===== src/rtl/lr3_pkg.sv =====
// Shared constants for the lr3 seven-segment scanner: digit count, blank codes,
// active-low segment patterns and the scan state encoding.
package lr3_pkg;

  localparam int DIGITS = 8;

  localparam logic [6:0] CAT_BLANK = 7'h7F;
  localparam logic [7:0] AN_BLANK  = 8'hFF;

  // Segment order {g,f,e,d,c,b,a}; a 0 lights the segment.
  localparam logic [6:0] SEG_0 = 7'h40;
  localparam logic [6:0] SEG_1 = 7'h79;
  localparam logic [6:0] SEG_2 = 7'h24;
  localparam logic [6:0] SEG_3 = 7'h30;
  localparam logic [6:0] SEG_4 = 7'h19;
  localparam logic [6:0] SEG_5 = 7'h12;
  localparam logic [6:0] SEG_6 = 7'h02;
  localparam logic [6:0] SEG_7 = 7'h78;
  localparam logic [6:0] SEG_8 = 7'h00;
  localparam logic [6:0] SEG_9 = 7'h10;
  localparam logic [6:0] SEG_A = 7'h08;
  localparam logic [6:0] SEG_B = 7'h03;
  localparam logic [6:0] SEG_C = 7'h46;
  localparam logic [6:0] SEG_D = 7'h21;
  localparam logic [6:0] SEG_E = 7'h06;
  localparam logic [6:0] SEG_F = 7'h0E;

  typedef enum logic {
    ST_BLANK = 1'b0,
    ST_SHOW  = 1'b1
  } scan_state_t;

endpackage


===== src/rtl/lr3_hex7seg.sv =====
// Combinational hex nibble to active-low seven-segment pattern.
module lr3_hex7seg (
  input  logic [3:0] hex_i,
  output logic [6:0] seg_o
);
  import lr3_pkg::*;

  always_comb begin
    seg_o = CAT_BLANK;
    case (hex_i)
      4'h0: seg_o = SEG_0;
      4'h1: seg_o = SEG_1;
      4'h2: seg_o = SEG_2;
      4'h3: seg_o = SEG_3;
      4'h4: seg_o = SEG_4;
      4'h5: seg_o = SEG_5;
      4'h6: seg_o = SEG_6;
      4'h7: seg_o = SEG_7;
      4'h8: seg_o = SEG_8;
      4'h9: seg_o = SEG_9;
      4'hA: seg_o = SEG_A;
      4'hB: seg_o = SEG_B;
      4'hC: seg_o = SEG_C;
      4'hD: seg_o = SEG_D;
      4'hE: seg_o = SEG_E;
      4'hF: seg_o = SEG_F;
      default: seg_o = CAT_BLANK;
    endcase
  end

endmodule


===== src/rtl/lr3_seg_scan.sv =====
// Multiplexed 8-digit hex display scanner with a BLANK/SHOW slot per digit,
// double-buffered data that only swaps at frame wrap, and optional leading-zero blanking.
module lr3_seg_scan #(
  parameter int DIGITS      = lr3_pkg::DIGITS,
  parameter bit LZ_SUPPRESS = 1'b0
) (
  input  logic                       CLK,
  input  logic                       RST,
  input  logic                       DISP_CE,
  input  logic                       LOAD,
  input  logic [4*DIGITS-1:0]        DAT_I,
  input  logic [DIGITS-1:0]          DIG_EN,
  output logic [6:0]                 CAT,
  output logic [DIGITS-1:0]          AN,
  output logic                       FRAME_O,
  output logic [$clog2(DIGITS):0]    dbg_state
);
  import lr3_pkg::*;

  localparam int IDX_W = $clog2(DIGITS);
  localparam logic [IDX_W-1:0] IDX_LAST = IDX_W'(DIGITS - 1);

  // Handshake note: LOAD is a fire-and-forget strobe with no ready; a newer LOAD
  // before the frame wrap simply overwrites the pending buffer.

  scan_state_t              state_q, state_d;
  logic [IDX_W-1:0]         idx_q, idx_d;
  logic [DIGITS-1:0]        an_q, an_d;
  logic [6:0]               cat_q, cat_d;
  logic                     frame_q, frame_d;
  logic [4*DIGITS-1:0]      pend_dat_q, pend_dat_d;
  logic [DIGITS-1:0]        pend_en_q, pend_en_d;
  logic                     pend_vld_q, pend_vld_d;
  logic [4*DIGITS-1:0]      shad_dat_q, shad_dat_d;
  logic [DIGITS-1:0]        shad_en_q, shad_en_d;

  logic [3:0]               cur_nib;
  logic [6:0]               cur_seg;
  logic                     upper_zero;
  logic                     digit_on;
  logic                     wrap;

  assign cur_nib    = shad_dat_q[{idx_q, 2'b00} +: 4];
  // Leading zero: this nibble and every more-significant one are zero.
  assign upper_zero = (shad_dat_q >> {idx_q, 2'b00}) == '0;
  assign digit_on   = shad_en_q[idx_q] && !(LZ_SUPPRESS && (idx_q != '0) && upper_zero);
  assign wrap       = DISP_CE && (state_q == ST_SHOW) && (idx_q == IDX_LAST);

  lr3_hex7seg u_dec (
    .hex_i (cur_nib),
    .seg_o (cur_seg)
  );

  always_comb begin
    state_d    = state_q;
    idx_d      = idx_q;
    an_d       = an_q;
    cat_d      = cat_q;
    frame_d    = 1'b0;
    pend_dat_d = pend_dat_q;
    pend_en_d  = pend_en_q;
    pend_vld_d = pend_vld_q;
    shad_dat_d = shad_dat_q;
    shad_en_d  = shad_en_q;

    if (DISP_CE) begin
      case (state_q)
        ST_BLANK: begin
          state_d = ST_SHOW;
          an_d    = digit_on ? ~(DIGITS'(1) << idx_q) : AN_BLANK;
          cat_d   = digit_on ? cur_seg : CAT_BLANK;
        end
        ST_SHOW: begin
          state_d = ST_BLANK;
          an_d    = AN_BLANK;
          cat_d   = CAT_BLANK;
          idx_d   = wrap ? '0 : idx_q + 1'b1;
          frame_d = wrap;
        end
        default: state_d = ST_BLANK;
      endcase
    end

    // A LOAD landing on the wrap cycle is newer than pending, so it goes straight to shadow.
    if (wrap) begin
      if (LOAD) begin
        shad_dat_d = DAT_I;
        shad_en_d  = DIG_EN;
      end else if (pend_vld_q) begin
        shad_dat_d = pend_dat_q;
        shad_en_d  = pend_en_q;
      end
      pend_vld_d = 1'b0;
    end else if (LOAD) begin
      pend_dat_d = DAT_I;
      pend_en_d  = DIG_EN;
      pend_vld_d = 1'b1;
    end
  end

  always_ff @(posedge CLK or negedge RST) begin
    if (!RST) begin
      state_q    <= ST_BLANK;
      idx_q      <= '0;
      an_q       <= AN_BLANK;
      cat_q      <= CAT_BLANK;
      frame_q    <= 1'b0;
      pend_dat_q <= '0;
      pend_en_q  <= '0;
      pend_vld_q <= 1'b0;
      shad_dat_q <= '0;
      shad_en_q  <= '1;
    end else begin
      state_q    <= state_d;
      idx_q      <= idx_d;
      an_q       <= an_d;
      cat_q      <= cat_d;
      frame_q    <= frame_d;
      pend_dat_q <= pend_dat_d;
      pend_en_q  <= pend_en_d;
      pend_vld_q <= pend_vld_d;
      shad_dat_q <= shad_dat_d;
      shad_en_q  <= shad_en_d;
    end
  end

  assign CAT       = cat_q;
  assign AN        = an_q;
  assign FRAME_O   = frame_q;
  assign dbg_state = {state_q, idx_q};

endmodule


===== config.mk =====
export PLATFORM = sky130hd
export DESIGN_NAME = lr3_seg_scan
export DESIGN_NICKNAME = d
export VERILOG_FILES = /design/src/rtl/lr3_pkg.sv /design/src/rtl/lr3_hex7seg.sv /design/src/rtl/lr3_seg_scan.sv
export SDC_FILE = /design/constraint.sdc
export NUM_CORES = 1
export LEC_CHECK = 0
export ABC_CLOCK_PERIOD_IN_PS = 4290
export CORE_MARGIN = 2
export CORE_UTILIZATION = 30
export DETAILED_ROUTE_END_ITERATION = 10
export PLACE_DENSITY = 0.47
export SETUP_SLACK_MARGIN = 0.4
export SLEW_MARGIN = 15
export SYNTH_ARGS = -nofsm -noshare
export SYNTH_HDL_FRONTEND = slang
export SYNTH_SLANG_ARGS = --single-unit
export TNS_END_PERCENT = 1

===== constraint.sdc =====
create_clock -name CLK -period 4.29 [get_ports CLK]
set_input_delay 0.429 -clock CLK [delete_from_list [all_inputs] [get_ports CLK]]
set_output_delay 0.429 -clock CLK [all_outputs]
set_load 0.02 [all_outputs]

==> tab_implementation.tex <==
\begin{tabular}{lr}
\hline
Metric & Value \\
\hline
\multicolumn{2}{l}{\textbf{Cells and area}} \\
\quad Post-Route Utilization & 0.375 \\
\quad Final layout net count & 498 \\
\quad Top library cells by usage in the layout, fill and taps aside & dfrtp\_1 (78), clkdlybuf4s50\_1 (61), nand2\_1 (50) \\
\quad Antenna diode count & 0 \\
\quad Ratio of cells with drive above 1 in the final layout & 0.213 \\
\quad Fill cell total of the finished layout & $\sim$1500 \\
\quad Most common library cell in the layout ignoring fill and taps & dfrtp\_1 \\
\quad Syn-to-layout area delta & 23.1\% \\
\multicolumn{2}{l}{\textbf{Clock network}} \\
\quad Root buffer cell & clkbuf\_16 \\
\quad TritonCTS buffer count & 9 \\
\quad Num Clock Sinks & roughly 100 \\
\quad Clock latency reported for the late side of the worst-skew pair & between 300 and 400 ps \\
\quad H-tree depth & 3 \\
\quad Clock Tree Buf Depth & 2 \\
\quad TritonCTS clock tree & built \\
\quad CTS-repair resized insts & 0 \\
\quad Clock-pin slew of the registers on the worst-case setup and hold paths & approximately 70 ps \\
\quad Number of buffers inserted for hold repair after clock tree synthesis & 0 \\
\quad Setup repair bufs after CTS & 0 \\
\multicolumn{2}{l}{\textbf{Power and ir drop}} \\
\quad Part of the power in combinational logic & 0.326 \\
\quad Internal Pwr Total & roughly 0.0022 W \\
\quad Part of the power in the clock network & 0.254 \\
\quad NetSw & between 0.001 and 0.0015 W \\
\quad Leakage power figure & 2.56 nW \\
\quad Switching power as a share of total power & 0.326 \\
\quad Total power divided by cell area & around 550 nW/um2 \\
\quad IR drop worst, VDD & around 230 uV \\
\quad Sequential power share & 0.421 \\
\multicolumn{2}{l}{\textbf{Synth}} \\
\quad Number of nets in the synthesized netlist & between 400 and 500 \\
\quad Number of warnings printed during yosys synthesis & 0 \\
\quad Sequential-to-total area share from yosys stat & 0.534 \\
\quad Mean area per synthesized cell & roughly 12 um2 \\
\quad Number of synthesized register bits & $\sim$100 \\
\quad Library cells used by synthesis & 37 \\
\quad Post-synth EDFFs & 0 \\
\quad Post-synth top flop & dfrtp\_1 \\
\quad Fraction of registers with async set/reset & 1.00 \\
\quad Cell count after synthesis & 390 \\
\quad Syn Std Cell Area & 4780 um2 \\
\multicolumn{2}{l}{\textbf{Global route}} \\
\quad Antenna violations before repair & 0 \\
\quad Largest net degree at the start of global routing & 65 \\
\quad First-pass GRT wire length & between 15 and 20 mm \\
\quad Number of global-route vias before repair & 3089 \\
\quad Overflow left after global routing & 0 \\
\quad All-Layer GR Usage & 0.127 \\
\multicolumn{2}{l}{\textbf{STA}} \\
\quad Count of pins over their slew limit & 0 \\
\quad Post-layout min period & 2910 ps \\
\quad Period utilization & 0.678 \\
\quad Skew final & approximately 6.3 ps \\
\quad Measured slew at the worst slew-check pin & about 1100 ps \\
\quad RSZ-0062 raised after global routing & no \\
\quad Sum of negative setup slack & 0 ps \\
\quad Max\_slew headroom & 0.268 \\
\quad Endpoints failing hold & 0 \\
\quad Fmax achieved & about 0.34 GHz \\
\quad Final setup violation count & 0 \\
\multicolumn{2}{l}{\textbf{Routing}} \\
\quad Router iterations before antenna repair & 4 \\
\quad Routed length per placed instance & roughly 15 um \\
\quad Via Count & between 3000 and 4000 \\
\quad DR iter-0 viols & approximately 140 \\
\quad Total wire length & between 10 and 15 mm \\
\quad Antenna viol nets, final & 0 \\
\quad Final routed DRC violation total & 0 \\
\quad Mean number of vias per cell & around 4.6 \\
\multicolumn{2}{l}{\textbf{Worst setup path}} \\
\quad Startpoint class of the critical path & flop \\
\quad Worst path top cell family by delay & simple AND/OR/NAND/NOR gates \\
\quad Number of buffer and inverter instances along the worst setup path & 0 \\
\quad Critical Path Fanout Max & 40 \\
\quad Critical Path AT & roughly 3100 ps \\
\quad Setup Crit Path Kind & flop to flop \\
\quad Delay of the slowest cell on the worst path & between 800 and 900 ps \\
\quad Critical path, cell by cell & ha\_1 -> ha\_1 -> and3\_1 -> nand2b\_2 -> mux2\_2 \\
\quad Crit end category & flop \\
\quad Cell repeated most along the worst path & ha\_1 \\
\quad Critical path required time & roughly 4500 ps \\
\quad Worst path slowest cell & nand2b\_2 \\
\multicolumn{2}{l}{\textbf{Place}} \\
\quad Half-perimeter wire length of the detailed placement result & $\sim$7 mm \\
\quad Number of I/O port buffers & between 60 and 70 \\
\quad Routability-driven placement congestion ratio & roughly 0.7 \\
\multicolumn{2}{l}{\textbf{Floorplanning}} \\
\quad Effective utilization at floorplan & 0.304 \\
\quad Overall die width & around 130 um \\
\quad Floorplan die area & between 15000 and 20000 um2 \\
\quad \# rows & 46 \\
\quad Floorplan core area & about 16000 um2 \\
\quad Die Ht & about 130 um \\
\quad I/O pin cnt & 64 \\
\multicolumn{2}{l}{\textbf{Outcome}} \\
\quad Run status & completed \\
\multicolumn{2}{l}{\textbf{Min path}} \\
\quad Min-delay worst type & input pin to asynchronous set/reset pin \\
\multicolumn{2}{l}{\textbf{Run}} \\
\quad Max-cap violations & 0 \\
\hline
\end{tabular}
[worst reg2reg max path: cells and delay by family, from the launching register on]
family | cells | cell delay (ps)
adder cells (fa/ha/maj) | 2 | 490
flip-flops | 1 | 680
multiplexers | 1 | 460
AND/OR/NAND/NOR | 2 | 1160
[cell families after synthesis]
| logic type | after synthesis | synth area share |
|---|---|---|
| compound gates | 65 | 0.0785 |
| flops | 101 | 0.534 |
| fa+ha+maj | 12 | 0.0314 |
| buf+inv | 34 | 0.0335 |
| simple gates | 78 | 0.0675 |
| xor+xnor | 2 | 0.00366 |
| mux | 98 | 0.251 |
[path summary, 6_finish.rpt]
kind	from	to	slack [ps]	depth (start not counted)
setup reg to reg	idx_q[1]$_DFFE_PN0P_	pend_dat_q[26]$_DFFE_PN0P_	1380	5
max in group asynchronous	RST	pend_dat_q[18]$_DFFE_PN0P_	3110	2
hold / removal	RST	pend_en_q[3]$_DFFE_PN0P_	170	1
hold reg to reg	shad_en_q[7]$_DFFE_PN1P_	shad_en_q[7]$_DFFE_PN1P_	480	2
min in group CLK	shad_en_q[7]$_DFFE_PN1P_	shad_en_q[7]$_DFFE_PN1P_	480	2
setup / recovery	idx_q[1]$_DFFE_PN0P_	pend_dat_q[26]$_DFFE_PN0P_	1380	5
[sequential cells by signal, summed over array words and instances (netlist names), 3 cells and up]
| signal | count |
|---|---|
| idx_q | 3 |
| shad_dat_q | 32 |
| shad_en_q | 8 |
| AN | 8 |
| CAT | 7 |
| pend_en_q | 8 |
| pend_dat_q | 32 |
[power by group through the flow]
| stage | Sequential, W | Combinational [W] | Clock [W] |
|---|---|---|---|
| floorplan | 0.00138 | 0.000707 | 0 |
| global placement | 0.00137 | 0.00103 | 0 |
| detailed placement | 0.00138 | 0.00106 | 0 |
| CTS | 0.00136 | 0.00106 | 0.000847 |
| global route | 0.00139 | 0.00117 | 0.000890 |
| finish | 0.00136 | 0.00105 | 0.000818 |
[Yosys cell counts (2+ instances only)]
master,number,area share
a31oi_1,9,0.012
o21a_1,2,0.0031
dfrtp_1,78,0.41
mux2_2,41,0.097
ha_1,12,0.031
nor2_1,15,0.012
clkbuf_1,17,0.013
dfstp_2,23,0.13
o21ai_0,41,0.043
o221ai_1,3,0.0055
or3_1,2,0.0026
buf_2,5,0.0052
mux4_2,3,0.014
nand3_1,3,0.0031
o211a_1,2,0.0042
a21oi_1,3,0.0031
inv_1,7,0.0055
o211ai_1,2,0.0031
mux4_1,7,0.038
nor2b_1,3,0.0039
buf_6,3,0.0071
mux2i_1,45,0.094
nand2_1,50,0.039
[final cells by class]
class	count	area [um2]	share of cell area
well taps	216	270	0.0459
clock buffers	11	243	0.0412
multi-input cells	255	2080	0.353
repair buffers	68	661	0.112
flip-flops and latches	101	2560	0.434
inverters	7	26.3	0.00446
clock inverters	5	50.0	0.00850
[per-layer routing]
layer | up-vias | global-route usage | share of wire
li1 | 1484 | - | -
met3 | 13 | 0.0262 | 0.039
met5 | - | 0 | 0
met2 | 61 | 0.191 | 0.44
met4 | 0 | 0.0531 | 0.019
met1 | 1510 | 0.180 | 0.50
[through the flow]
stage / power (W) / cell area [um2] / setup slack (ps) / instances / hold slack (ps)
4_1_cts: 0.00327 / 5890 / 1320 / 663 / 207
6_report: 0.00322 / 5890 / 1380 / 663 / 168
3_5_place_dp: 0.00244 / 5590 / 1350 / 647 / 465
3_3_place_gp: 0.00241 / 5590 / 1380 / 647 / 461
5_1_grt: 0.00345 / 5890 / 1180 / 663 / 243
2_1_floorplan: 0.00208 / 4780 / 1780 / 390 / 133
Note: power is estimated with default switching activity, not from simulation.
